--- src/rtl/counter_cmd_dispatcher.sv ---
// Command dispatcher: buffers count-value commands in a small FIFO and launches
// them one at a time into the counter, waiting for done before the next launch.
module counter_cmd_dispatcher #(
    parameter int CNT_WIDTH  = 7,
    parameter int DEPTH      = 4,
    parameter int ADDR_WIDTH = 2
) (
    input  logic                 clk,
    input  logic                 rst_n,
    input  logic                 cmd_valid_i,
    input  logic [CNT_WIDTH-1:0] cmd_val_i,
    output logic                 cmd_ready_o,
    input  logic                 flush_i,
    input  logic                 ctr_idle_i,
    input  logic                 ctr_done_i,
    output logic                 ctr_start_o,
    output logic [CNT_WIDTH-1:0] ctr_cnt_val_o,
    output logic [ADDR_WIDTH:0]  fifo_level_o,
    output logic                 busy_o,
    output logic                 job_done_o,
    output logic                 zero_drop_o
);
    typedef enum logic [1:0] {S_IDLE, S_ISSUE, S_WAIT} state_t;

    localparam logic [ADDR_WIDTH:0] FULL_LEVEL = (ADDR_WIDTH + 1)'(DEPTH);

    state_t                state;
    state_t                state_next;
    logic [CNT_WIDTH-1:0]  mem [DEPTH];
    logic [ADDR_WIDTH-1:0] wr_ptr;
    logic [ADDR_WIDTH-1:0] rd_ptr;
    logic [ADDR_WIDTH:0]   level;
    logic                  accept;
    logic                  push;
    logic                  pop;

    assign cmd_ready_o  = (level != FULL_LEVEL);
    assign accept       = cmd_valid_i && cmd_ready_o;
    assign push         = accept && (cmd_val_i != '0);
    assign pop          = (state == S_IDLE) && (level != '0) && ctr_idle_i;
    assign fifo_level_o = level;

    always_ff @(posedge clk) begin
        if (push && !flush_i) begin
            mem[wr_ptr] <= cmd_val_i;
        end
    end

    // Flush wins over push/pop for the FIFO bookkeeping, but a same-cycle pop
    // still launches the head it read, since the FSM is not affected by flush.
    always_ff @(posedge clk or negedge rst_n) begin
        if (!rst_n) begin
            wr_ptr <= '0;
            rd_ptr <= '0;
            level  <= '0;
        end else if (flush_i) begin
            wr_ptr <= '0;
            rd_ptr <= '0;
            level  <= '0;
        end else begin
            if (push) begin
                wr_ptr <= wr_ptr + ADDR_WIDTH'(1);
            end
            if (pop) begin
                rd_ptr <= rd_ptr + ADDR_WIDTH'(1);
            end
            case ({push, pop})
                2'b10:   level <= level + (ADDR_WIDTH + 1)'(1);
                2'b01:   level <= level - (ADDR_WIDTH + 1)'(1);
                default: level <= level;
            endcase
        end
    end

    always_ff @(posedge clk or negedge rst_n) begin
        if (!rst_n) begin
            state         <= S_IDLE;
            ctr_cnt_val_o <= '0;
            job_done_o    <= 1'b0;
            zero_drop_o   <= 1'b0;
        end else begin
            state       <= state_next;
            job_done_o  <= (state == S_WAIT) && ctr_done_i;
            zero_drop_o <= accept && (cmd_val_i == '0);
            if (pop) begin
                ctr_cnt_val_o <= mem[rd_ptr];
            end
        end
    end

    always_comb begin
        state_next  = state;
        ctr_start_o = 1'b0;
        busy_o      = 1'b0;
        case (state)
            S_IDLE: begin
                if (pop) begin
                    state_next = S_ISSUE;
                end
            end
            S_ISSUE: begin
                ctr_start_o = 1'b1;
                busy_o      = 1'b1;
                state_next  = S_WAIT;
            end
            S_WAIT: begin
                busy_o = 1'b1;
                if (ctr_done_i) begin
                    state_next = S_IDLE;
                end
            end
            default: state_next = S_IDLE;
        endcase
    end
endmodule

--- config.mk ---
export PLATFORM = sky130hd
export DESIGN_NAME = counter_cmd_dispatcher
export DESIGN_NICKNAME = d
export VERILOG_FILES = /design/src/rtl/counter_cmd_dispatcher.sv
export SDC_FILE = /design/constraint.sdc
export NUM_CORES = 1
export LEC_CHECK = 0
export ABC_AREA = 1
export BUFFER_PORTS_ARGS = -buffer_cell sky130_fd_sc_hd__buf_2
export CAP_MARGIN = 5
export CORE_ASPECT_RATIO = 1.75
export CORE_UTILIZATION = 35
export DETAILED_ROUTE_END_ITERATION = 12
export GPL_TIMING_DRIVEN = 0
export PLACE_DENSITY = 0.52
export SETUP_SLACK_MARGIN = 0.1
export SLEW_MARGIN = 15
export SYNTH_ARGS = -nofsm -noshare
export SYNTH_HDL_FRONTEND = slang
export SYNTH_SLANG_ARGS = --single-unit
--- constraint.sdc ---
create_clock -name clk -period 4.95 [get_ports clk]
set_clock_uncertainty 0.15 [all_clocks]
set_input_delay 0 -clock clk [delete_from_list [all_inputs] [get_ports clk]]
set_output_delay 0 -clock clk [all_outputs]
set_load 0.01 [all_outputs]
Yosys cells after proc, flatten, opt, wreduce, memory -nomap -nowiden. Memories as Yosys holds them, arrays and structs flattened. A register that Yosys moved wholly into a read port is not among the register bits. Index checks and enable logic that the tools add are counted. Widths: inputs -> output; s select.

Reductions and logical operators: 18. Add/subtract/negate cells: 4. Equality and inequality tests: 7. Muxes and demuxes: 13.

Operator list (count): $mux 2 (6); $logic_and 1x1->1 (7); $logic_not 7->1 (1); $reduce_bool 7->1 (1); $pmux 2 s3 (1); $pmux 3 s2 (1); $reduce_bool 3->1 (2); $add 2x1->2 const B (2); $eq 2x1->1 const B (2); $eq 2x2->1 const B (2); $mux 1 (4); $ne 2x2->1 const B (2); $reduce_bool 2->1 (2); $add 3x1->3 const B (1); $mux 3 (1); $ne 3x3->1 const B (1); $sub 3x1->3 const B (1); $logic_not 1->1 (2); $logic_not 2->1 (1); $reduce_and 2->1 (1); $reduce_or 2->1 (1).

Memory bits (writable): 28. Logic and storage cells: 49. Bits of input ports: 13. Bits in registers: 11. Memories kept: 1. Output and inout bits: 15.

Memories: mem (words 4, width 7, read ports 1, clocked after memory_dff 1, write ports 1, line 29) `logic [CNT_WIDTH-1:0] mem [DEPTH];`.

Depth between registers and ports, before layout. Gate-level depths: netlist of run 1.

Depth after elaboration: 6. Gate-level depth with buffers: 14. Depth with buffers taken out: 14.

Least setup slack after synthesis of run 1. OpenSTA, ideal clock, no wires.

Path type: flip-flop to flip-flop. Start: register level[1] (netlist: fifo_level_o[1]). End: register level[2] (netlist: fifo_level_o[2]). Cell stages (with the launch flop): 14. Data required time: 4683 ps. Library setup time: 117 ps. Path buffers: 0. Setup slack: 2901 ps. Arrival time: 1781 ps. Period minus slack after synthesis: 2049 ps. Cells stage by stage: dfrtp_1 nor2_2 nand2_2 nand3_4 inv_2 nand2_4 inv_1 fa_1 xnor2_1 inv_1 nand3_1 nand2_1 nand2_1 nand2_1.

Longest elaborated chain between the ends: 6. Elaborated cells on any way between the ends: 13. Those cells by class: add/sub: 2; eq/ne: 3; mux: 2; reduce/logical: 6.

Ends and longest elaborated chain: start: declaration (line 32) `logic [ADDR_WIDTH:0] level;`; start signal: assignment (line 68) `2'b10: level <= level + (ADDR_WIDTH + 1)'(1);`; start signal: assignment (line 69) `2'b01: level <= level - (ADDR_WIDTH + 1)'(1);`; start signal: assignment (line 70) `default: level <= level;`; $ne 3x3->1 / $reduce_bool 3->1 (equally long branches) (line 37, 40); $logic_and 1x1->1 (on tied branches) (line 38, 40); $logic_and 1x1->1 (on tied branches) (line 39, 40); $eq 2x1->1 / $eq 2x2->1 (equally long branches) (line 67) `case ({push, pop})`; $pmux 3 s2 (line 67); $mux 3 (line 56) `end else if (flush_i) begin`.

Parallel ways exist; a longest one is shown, timed or not. A chain may end at the register's enable or synchronous reset.

Worst setup path in the final report of run 1.
Start: register state[0]. End: register level[2] (netlist: fifo_level_o[2]).

Longest elaborated chain between the ends: 6. Elaborated cells on any way between the ends: 8. Those cells by class: eq/ne: 2; mux: 2; reduce/logical: 4.

Ends and longest elaborated chain: start: declaration (line 27) `state_t state;`; start signal: assignment (line 82) `state <= state_next;`; $logic_not 2->1 * (line 40) `assign pop = (state == S_IDLE) && (level != '0) && ctr_idle_i;`; $logic_and 1x1->1 * (2 in series) (line 40); $eq 2x1->1 / $eq 2x2->1 (equally long branches) (line 67); $pmux 3 s2 (line 67); $mux 3 (line 56).

Every way passes the cells marked *; elsewhere a longest branch is shown, timed or not.

==> summary.md, run 1 <==
| Metric | Value |
|---|---|
| Max FO, Critical Path | 10 |
| Syn Area/Cell | ~11 sq um |
| Hold Path Class | primary input to flip-flop |
| Largest net degree at the start of global routing | 19 |
| Yosys cell types | 23 |
| N_diodes | 0 |
| Number of port buffers | 27 |
| Num CTS Buffers | 5 |
| Area of the multi-input gates | between 600 and 700 sq um |
| Post-Syn Area | ~2100 sq um |
| Effective utilization at floorplan | 0.367 |
| Gpl congestion | 0.767 |
| Met3 routed WL | 95 um |
| Placed Cells | 296 |
| # DRC | 0 |
| Commonest non-fill, non-tap cell in the layout | nand2_1 |
| CTS tree | done |
| Leak | 1.13 nW |
| Ys Warns | 0 |
| Die area | around 6200 sq um |
| Final count of hold timing violations | 0 |
| Pins over their slew limit | 0 |
| Sequential-to-total area share from yosys stat | 0.625 |
| Worst setup SP type | flip-flop |
| Starting DRT DRC Count | 48 |
| DR top layer | met4 |
| Die W | 60.1 um |
| Detailed placement HPWL | 3.08 mm |
| Met2 wire length | 2.41 mm |
| Synth Register Bits | 46 |
| Final Critical Period | 2220 ps |
| # fillers | 565 |
| CTS HTree Levels | 2 |
| Share of cells above drive strength 1 | 0.205 |
| Required @ worst endpoint | 4990 ps |
| Max-cap violations | 0 |
| Routed WL | 4.28 mm |
| Pre-antenna DRT Iters | 4 |
| Final setup violation count | 0 |
| Pwr/cell area | 456 nW/um^2 |
| Total GRT Usage | 0.152 |
| Synth Net Count | 215 |
| Clk slew on worst S/H paths | 90 ps |
| Clk_lat worst skew | ~300 ps |
| Register area | 1290 sq um |
| Final Cycle Share | 0.449 |
| Layout area overhead | 21.8% |
| Crit end category | flip-flop |
| Final ANT Viol Nets | 0 |
| Ports | 28 |
| Initial antenna violation count | 0 |
| RSZ-0062 raised after global routing | no |
| GR Overflow Total | 0 |
| Vias in the first global route | 1,460 |
| Max_slew headroom | 0.497 |
| First-pass GRT wire length | 6.95 mm |
| CP arrival | 2260 ps |
| # clock sinks | 46 |
| Most frequent cells in the layout | nand2_1, buf_2, nor2_1, edfxtp_1, inv_1 |
| Total number of vias | 1,444 |
| Core area | 5630 sq um |
| Nets | 260 |
| Root Buffer Master | clkbuf_8 |
| WL met1 | about 1.7 mm |
| Gate Count Post-Synth | 193 |
| FP Rows | 36 |
| DR WL/cell | 13.6 um |
| Worst vdd ir | 219 uV |
| Final Non-Filler Cells | 315 |
| Fmax | 450 MHz |
| Die Y | 104 um |
| Critical path type | flip-flop to flip-flop |
| Clock buffer depth | 2 |
| Worst-margin pin slew | 752 ps |
| Status | completed |
| Post-cts sizing count | 0 |
| TNS Setup | 0 ps |
| Drt via density | 4.58 |
-- critical path, stage by stage, from the launching register on --
cell     delay, ps
dfrtp_1        350
inv_1           90
ha_1           280
nand3_4        120
inv_2          100
nand2_4        100
inv_1           50
fa_1           380
xnor2_1        210
inv_1           60
nand3_1         70
nand2_1         50
nand2_1         50
nand2_1         50
-- power by group --
| part | switching, mW | internal (mW) | leakage (nW) |
|---|---|---|---|
| logic | 0.221 | 0.139 | 0.590 |
| registers | 0.0430 | 0.470 | 0.488 |
| clock network | 0.124 | 0.151 | 0.0514 |
| total | 0.387 | 0.760 | 1.13 |
-- cell families (layout without fill, tap and decap cells) --
logic type	count (synthesis)	count (layout)	synth area share
AO/OA/AOI/OAI	29	29	0.0873
buffers and inverters	26	72	0.0521
AND/OR/NAND/NOR	82	82	0.173
XOR/XNOR	1	1	0.00424
adder cells (fa/ha/maj)	9	9	0.0582
flip-flops	46	46	0.625
-- per-layer routing --
metal,vias to the layer above,track usage
met4,0,0.0548
met2,24,0.272
met3,9,0.0262
met1,686,0.172
met5,-,0
li1,725,-
-- Yosys cell counts --
cell	count	area [sq um]
dfrtp_1	18	450
nand4_1	3	18.8
nor2_1	28	105
edfxtp_1	28	841
nor2_4	1	11.3
nand3_4	1	17.5
inv_1	20	75.1
a21oi_2	1	8.76
fa_1	1	20.0
o22ai_1	7	43.8
nand3_1	4	20.0
a22oi_4	1	21.3
inv_2	3	11.3
nor2_2	1	6.26
buf_6	1	11.3
nand2_1	41	154
a21boi_2	1	11.3
o21ai_0	19	95.1
xnor2_1	1	8.76
nand2_2	2	12.5
ha_1	8	100
buf_2	2	10.0
nand2_4	1	11.3
-- registers in the layout, indices dropped and copies added, names as in the netlist --
register and count:
fifo_level_o 3, ctr_cnt_val_o 7, rd_ptr 2, zero_drop_o 1
wr_ptr 2, job_done_o 1, mem 28, state 2
-- through the flow --
step	worst slack, ps	util	hold WS (ps)	power (mW)	cell area (sq um)
after global placement	2740	0.408	-185	0.876	2290
after CTS	2710	0.447	2.85	1.16	2510
after floorplan	2900	-	-446	0.760	2060
final	2730	0.447	1.64	1.15	2510
after detailed placement	2730	0.408	-186	0.885	2290
after global routing	2520	0.447	26.5	1.22	2510
-- repair_timing --
action                                 CTS  global route
hold buffers                            11             0
endpoints found under the hold margin   56             0
buffers inserted                         0             0
-- area by class of cell --
class,count,share of cell area
plain buffers,3,0.00846
clock buffers,6,0.0289
clock inverters,2,0.0149
inverters,23,0.0343
multi-input cells,121,0.265
flip-flops and latches,46,0.513
well taps,76,0.0378
repair buffers,38,0.0975
-- worst paths after layout --
kind,start,to,slack [ps],cells past startpoint
setup / recovery,state[0],fifo_level_o[2],2730,13
hold / removal,ctr_idle_i,ctr_cnt_val_o[1],2,5
setup reg to reg,state[0],fifo_level_o[2],2730,13
hold reg to reg,ctr_cnt_val_o[0],ctr_cnt_val_o[0],330,2
max in group asynchronous,rst_n,wr_ptr[0],4330,2
min in group asynchronous,rst_n,ctr_cnt_val_o[4],20,2
(Power assumes the default switching activity.)
==> run 2, diff against run 1 <==
--- a/config.mk
+++ b/config.mk
@@ -12,7 +12,7 @@
 export CORE_UTILIZATION = 35
 export DETAILED_ROUTE_END_ITERATION = 12
 export GPL_TIMING_DRIVEN = 0
-export PLACE_DENSITY = 0.52
+export PLACE_DENSITY = 0.54
 export SETUP_SLACK_MARGIN = 0.1
 export SLEW_MARGIN = 15
 export SYNTH_ARGS = -nofsm -noshare
==> constraint.sdc (replaced) <==
create_clock -name clk -period 1.9 [get_ports clk]
set_clock_uncertainty 0.15 [all_clocks]
set_input_delay 0 -clock clk [delete_from_list [all_inputs] [get_ports clk]]
set_output_delay 0 -clock clk [all_outputs]
set_load 0.01 [all_outputs]
==> run 2 against run 1 <==
Against the previous run:
- sequential share of layout area decreased by 2.1 points
- die area unchanged
- count of clock-buffer cells in the layout unchanged
- first-iteration DRC count decreased by 15%
- global-route usage increased by 0.79 points
- design area increased by 4.5%
- critical path depth unchanged
- setup slack got worse by 2700 ps
- cell count increased by 2.5%
- sequential cell count unchanged
==> summary.md, run 2 (synthesis results as in run 1) <==
| Metric | Value |
|---|---|
| Status | completed |
| GR Util met2 | 0.283 |
| Largest register FFs | 28 |
| Detailed placement HPWL | between 3 and 4 mm |
| Root Buffer Master | clkbuf_8 |
| Commonest non-fill, non-tap cell in the layout | nand2_1 |
| Die Y | 104 um |
| Die W | 60.1 um |
| Core area | approximately 5600 sq um |
| First-pass GRT wire length | just over 7 mm |
| CP arrival | approximately 1900 ps |
| Starting DRT DRC Count | 41 |
| Final ANT Viol Nets | 0 |
| GR Util met3 | 0.0287 |
| Clk slew on worst S/H paths | 90 ps |
| # clock sinks | between 40 and 50 |
| Final Util | 0.467 |
| Gpl congestion | between 0.7 and 0.8 |
| Pre-antenna DRT Iters | 4 |
| Drt via density | 4.49 |
| N_diodes | 0 |
| Vias in the first global route | around 1,500 |
| Ports | 28 |
| Met1 Use GR | 0.174 |
| Effective utilization at floorplan | 0.367 |
| Final setup violation count | 0 |
| Clk_lat worst skew | approximately 300 ps |
| Final Cycle Share | 0.985 |
| Max FO, Critical Path | 3 |
| GR Overflow Total | 0 |
| CTS HTree Levels | 2 |
| TNS Setup | 0 ps |
| Total GRT Usage | 0.160 |
| Pins over their slew limit | 0 |
| Worst-margin pin slew | 411 ps |
| Layout area overhead | 27.3% |
| # DRC | 0 |
| Fmax | 534 MHz |
| Max-cap violations | 0 |
| Total number of vias | 1,451 |
| DR WL/cell | 13.6 um |
| Final count of hold timing violations | 0 |
| Pwr/cell area | 1160 nW/um^2 |
| Most frequent cells in the layout | nand2_1, buf_2, edfxtp_1, nor2_1, o21ai_0 |
| Crit end category | flip-flop |
| Nets | 268 |
| Num CTS Buffers | 5 |
| Critical path type | flip-flop to flip-flop |
| Biggest register | mem |
| FP Rows | 36 |
| Die area | 6220 sq um |
| Largest net degree at the start of global routing | 19 |
| Most used routing layer | met2 |
| Leak | 1.16 nW |
| Max_slew headroom | 0.726 |
| Clock buffer depth | 2 |
| Number of port buffers | 27 |
| RSZ-0062 raised after global routing | yes |
| Hold Path Class | primary input to asynchronous set/reset pin |
| Worst setup SP type | flip-flop |
| CTS tree | done |
| Routed WL | roughly 4.4 mm |
| Final Critical Period | 1870 ps |
| Share of cells above drive strength 1 | 0.283 |
| Initial antenna violation count | 0 |
| Required @ worst endpoint | 1950 ps |
| Worst vdd ir | 561 uV |
[run 2: final timing paths]
check / start / end / slack (ps) / cells after the start
max: fifo_level_o[0] / fifo_level_o[2] / 30 / 13
min: rst_n / ctr_cnt_val_o[3] / 7 / 2
max reg2reg: fifo_level_o[0] / fifo_level_o[2] / 30 / 13
min reg2reg: ctr_cnt_val_o[0] / ctr_cnt_val_o[0] / 330 / 2
max in group asynchronous: rst_n / fifo_level_o[0] / 1280 / 2
min in group clk: ctr_idle_i / ctr_cnt_val_o[1] / 80 / 6
[run 2: critical path, stage by stage, from the launching register on]
cell	delay, ps
dfrtp_2	430
nor2_4	140
nand2_2	80
nand3_4	80
inv_6	40
nand2_4	50
inv_2	40
fa_2	350
xnor2_2	140
inv_1	60
nand3_1	60
nand2_1	60
nand2_1	50
nand2_1	50
[run 2: metrics by stage]
step | total power, mW | instances | setup slack [ps] | hold slack [ps] | cell area, sq um
finish | 3.05 | 323 | 28.6 | 7.25 | 2630
global route | 3.27 | 323 | -100 | 69.6 | 2630
CTS | 3.08 | 322 | -21.1 | 15.4 | 2620
detailed placement | 2.37 | 296 | -101 | -191 | 2340
global placement | 2.35 | 296 | -102 | -186 | 2340
floorplan | 2.05 | 193 | -6.62 | -446 | 2110
[run 2: where the power goes]
part | switching [mW] | internal [mW] | total (mW)
Sequential | 0.102 | 1.23 | 1.33
Clock | 0.326 | 0.292 | 0.619
Combinational | 0.643 | 0.460 | 1.10
Total | 1.07 | 1.98 | 3.05
[run 2: area by class of cell]
cell class                 count  area [sq um]
timing repair buffer          46           308
clock inverter                 2          12.5
multi-input combinational    121           723
fill                         558          3000
clock buffer                   6          82.6
inverter                      23          91.3
buffer                         3          21.3
sequential                    46          1290
tap                           76          95.1
[run 2: metal layers]
layer | wire length (um) | up-vias
li1 | - | 742
met1 | 1680 | 682
met2 | 2470 | 20
met3 | 106 | 7
met4 | 137 | 0
met5 | 0 | -
[run 2: timing repair]
action	4_1_cts	5_1_grt
hold buffers	12	0
buffers inserted	6	1
hold endpoints to repair	57	0
resized for setup	8	1
pin swaps	7	7
cloned	0	0
endpoints found under the setup margin	30	30
==> run 3, diff against run 2 <==
--- a/config.mk
+++ b/config.mk
@@ -9,10 +9,10 @@
 export BUFFER_PORTS_ARGS = -buffer_cell sky130_fd_sc_hd__buf_2
 export CAP_MARGIN = 5
 export CORE_ASPECT_RATIO = 1.75
-export CORE_UTILIZATION = 35
+export CORE_UTILIZATION = 51
 export DETAILED_ROUTE_END_ITERATION = 12
 export GPL_TIMING_DRIVEN = 0
-export PLACE_DENSITY = 0.54
+export PLACE_DENSITY = 0.74
 export SETUP_SLACK_MARGIN = 0.1
 export SLEW_MARGIN = 15
 export SYNTH_ARGS = -nofsm -noshare
==> run 3 against run 2 <==
Against the previous run:
- the flow now finishes with violations (negative setup slack)
- die area down 31%
- critical path depth decreased by 2
- power rose by 1.1%
- non-clock buffer count grew 4
- count of clock-buffer cells in the layout grew 1
- core utilization rose by 21 points
- global-route usage grew 6.3 points
- critical endpoint unchanged
- largest cell class unchanged
- largest power group unchanged
==> summary.md, run 3 (synthesis results as in run 1) <==
| Metric | Value |
|---|---|
| Reg2Reg Capture Point | fifo_level_o[2] |
| Clk slew on worst S/H paths | 90 ps |
| Origin of the worst setup path | fifo_level_o[2] |
| First-pass GRT wire length | approximately 7 mm |
| Required @ worst endpoint | 1950 ps |
| Crit end category | flip-flop |
| Status | finished with violations |
| R2R depth | 11 |
| Failing checks | negative setup slack |
| Final ANT Viol Nets | 0 |
| Hold Path Class | primary input to asynchronous set/reset pin |
| N_diodes | 0 |
| Root Buffer Master | clkbuf_8 |
| DR WL/cell | 15.0 um |
| Detailed placement HPWL | 2.74 mm |
| Total GRT Usage | 0.223 |
| Num CTS Buffers | 5 |
| Pre-antenna DRT Iters | 5 |
| Worst vdd ir | between 1000 and 1500 uV |
| Number of port buffers | 27 |
| Final setup violation count | 1 |
| Final Non-Filler Cells | between 200 and 300 |
| Pins over their slew limit | 0 |
| CP max-delay cell | dfrtp_2 |
| CP arrival | 2000 ps |
| Effective utilization at floorplan | 0.534 |
| FP Rows | 30 |
| Die area | between 4000 and 5000 sq um |
| Critical path type | flip-flop to flip-flop |
| Layout area overhead | 27.5% |
| Placed Cells | 268 |
| Biggest register | mem |
| Leak | 1.18 nW |
| Max_slew headroom | 0.690 |
| GR Overflow Total | 0 |
| Worst slack at placement | -113 ps |
| Vias in the first global route | 1,625 |
| Final Critical Period | 1960 ps |
| Max FO, Critical Path | 6 |
| # clock sinks | 46 |
| Cell Chain, Critical Path | a21boi_2 -> nand2_2 -> nand2_4 -> inv_2 -> fa_2 -> xnor2_2 -> inv_1 -> nand3_1 -> nand2_1 -> nand2_1 -> nand2_1 |
| Worst-margin pin slew | 465 ps |
| Final Util | 0.681 |
| # DRC | 0 |
| Share of cells above drive strength 1 | 0.295 |
| Drt via density | 5.29 |
| Max stage delay on crit path | 470 ps |
| Largest register FFs | 28 |
| Pwr Total | 3.09 mW |
| Final count of hold timing violations | 0 |
| Nets | 272 |
| CTS tree | done |
| Total number of vias | 1,581 |
| Ports | 28 |
| RSZ-0062 raised after global routing | yes |
| Fin area | 2630 sq um |
| Final Cycle Share | 1.03 |
| Most frequent cells in the layout | nand2_1, buf_2, edfxtp_1, nor2_1, o21ai_0 |
| Fmax | 511 MHz |
| Reg-to-reg startpoint | fifo_level_o[2] |
| Starting DRT DRC Count | 61 |
| Crit path to | fifo_level_o[2] |
| CTS HTree Levels | 2 |
| Clk_lat worst skew | 300 ps |
| Largest net degree at the start of global routing | 19 |
| Gpl congestion | 0.777 |
| Commonest non-fill, non-tap cell in the layout | nand2_1 |
| TNS Setup | -55.4 ps |
| Placed Area | about 2300 sq um |
| Initial antenna violation count | 0 |
| Die Y | 86.2 um |
| Worst R2R Setup Slack | -60 ps |
| Pwr/cell area | 1170 nW/um^2 |
| Die W | 50.1 um |
| Final setup margin | -55.4 ps |
| Worst hold slack | roughly 30 ps |
| Core area | 3870 sq um |
| Clock buffer depth | 2 |
| Routed WL | around 4.5 mm |
| Most frequent CP cell | nand2_1 |
| Max-cap violations | 0 |
| Worst setup SP type | flip-flop |
==> run 3: layout make-up <==
cell class                      count  area (sq um)
Tap cell                           48          60.1
Buffer                              3          21.3
Clock inverter                      1          5.00
Multi-Input combinational cell    121           731
Timing Repair Buffer               50           338
Fill cell                         281          1230
Clock buffer                        7          86.3
Inverter                           23          96.3
Sequential cell                    46          1290
==> run 3: worst max-delay path, delay by kind of cell (launching register included) <==
family,cells,cell delay (ps)
flip-flops,1,470
AND/OR/NAND/NOR,6,440
adder cells (fa/ha/maj),1,340
AO/OA/AOI/OAI,1,180
XOR/XNOR,1,150
buffers and inverters,2,120
==> run 3: report_power, final <==
group | total (mW) | leakage, nW | internal [mW] | switching, mW
clock network | 0.608 | 0.0482 | 0.294 | 0.314
logic | 1.14 | 0.652 | 0.482 | 0.656
registers | 1.34 | 0.484 | 1.23 | 0.111
total | 3.08 | 1.18 | 2.00 | 1.08
==> run 3: worst min path at each step <==
| stage | end | start | cells past startpoint |
|---|---|---|---|
| after global routing | rd_ptr[1] | rst_n | 2 |
| after floorplan | ctr_cnt_val_o[0] | rst_n | 0 |
| after CTS | rd_ptr[0] | rst_n | 2 |
| after detailed placement | state[1] | rst_n | 1 |
| after global placement | state[1] | rst_n | 1 |
| final | rd_ptr[0] | rst_n | 2 |
==> run 3: repair_timing <==
action,4_1_cts,5_1_grt
resized for setup,9,3
buffers inserted,5,6
hold buffers,12,1
setup endpoints to repair,30,30
hold endpoints to repair,56,4
pin swaps,10,8
==> run 3: routing by layer <==
metal	share of wire	GRT usage
met1	0.37	0.221
met2	0.56	0.406
met3	0.040	0.0426
met4	0.032	0.143
met5	0	0
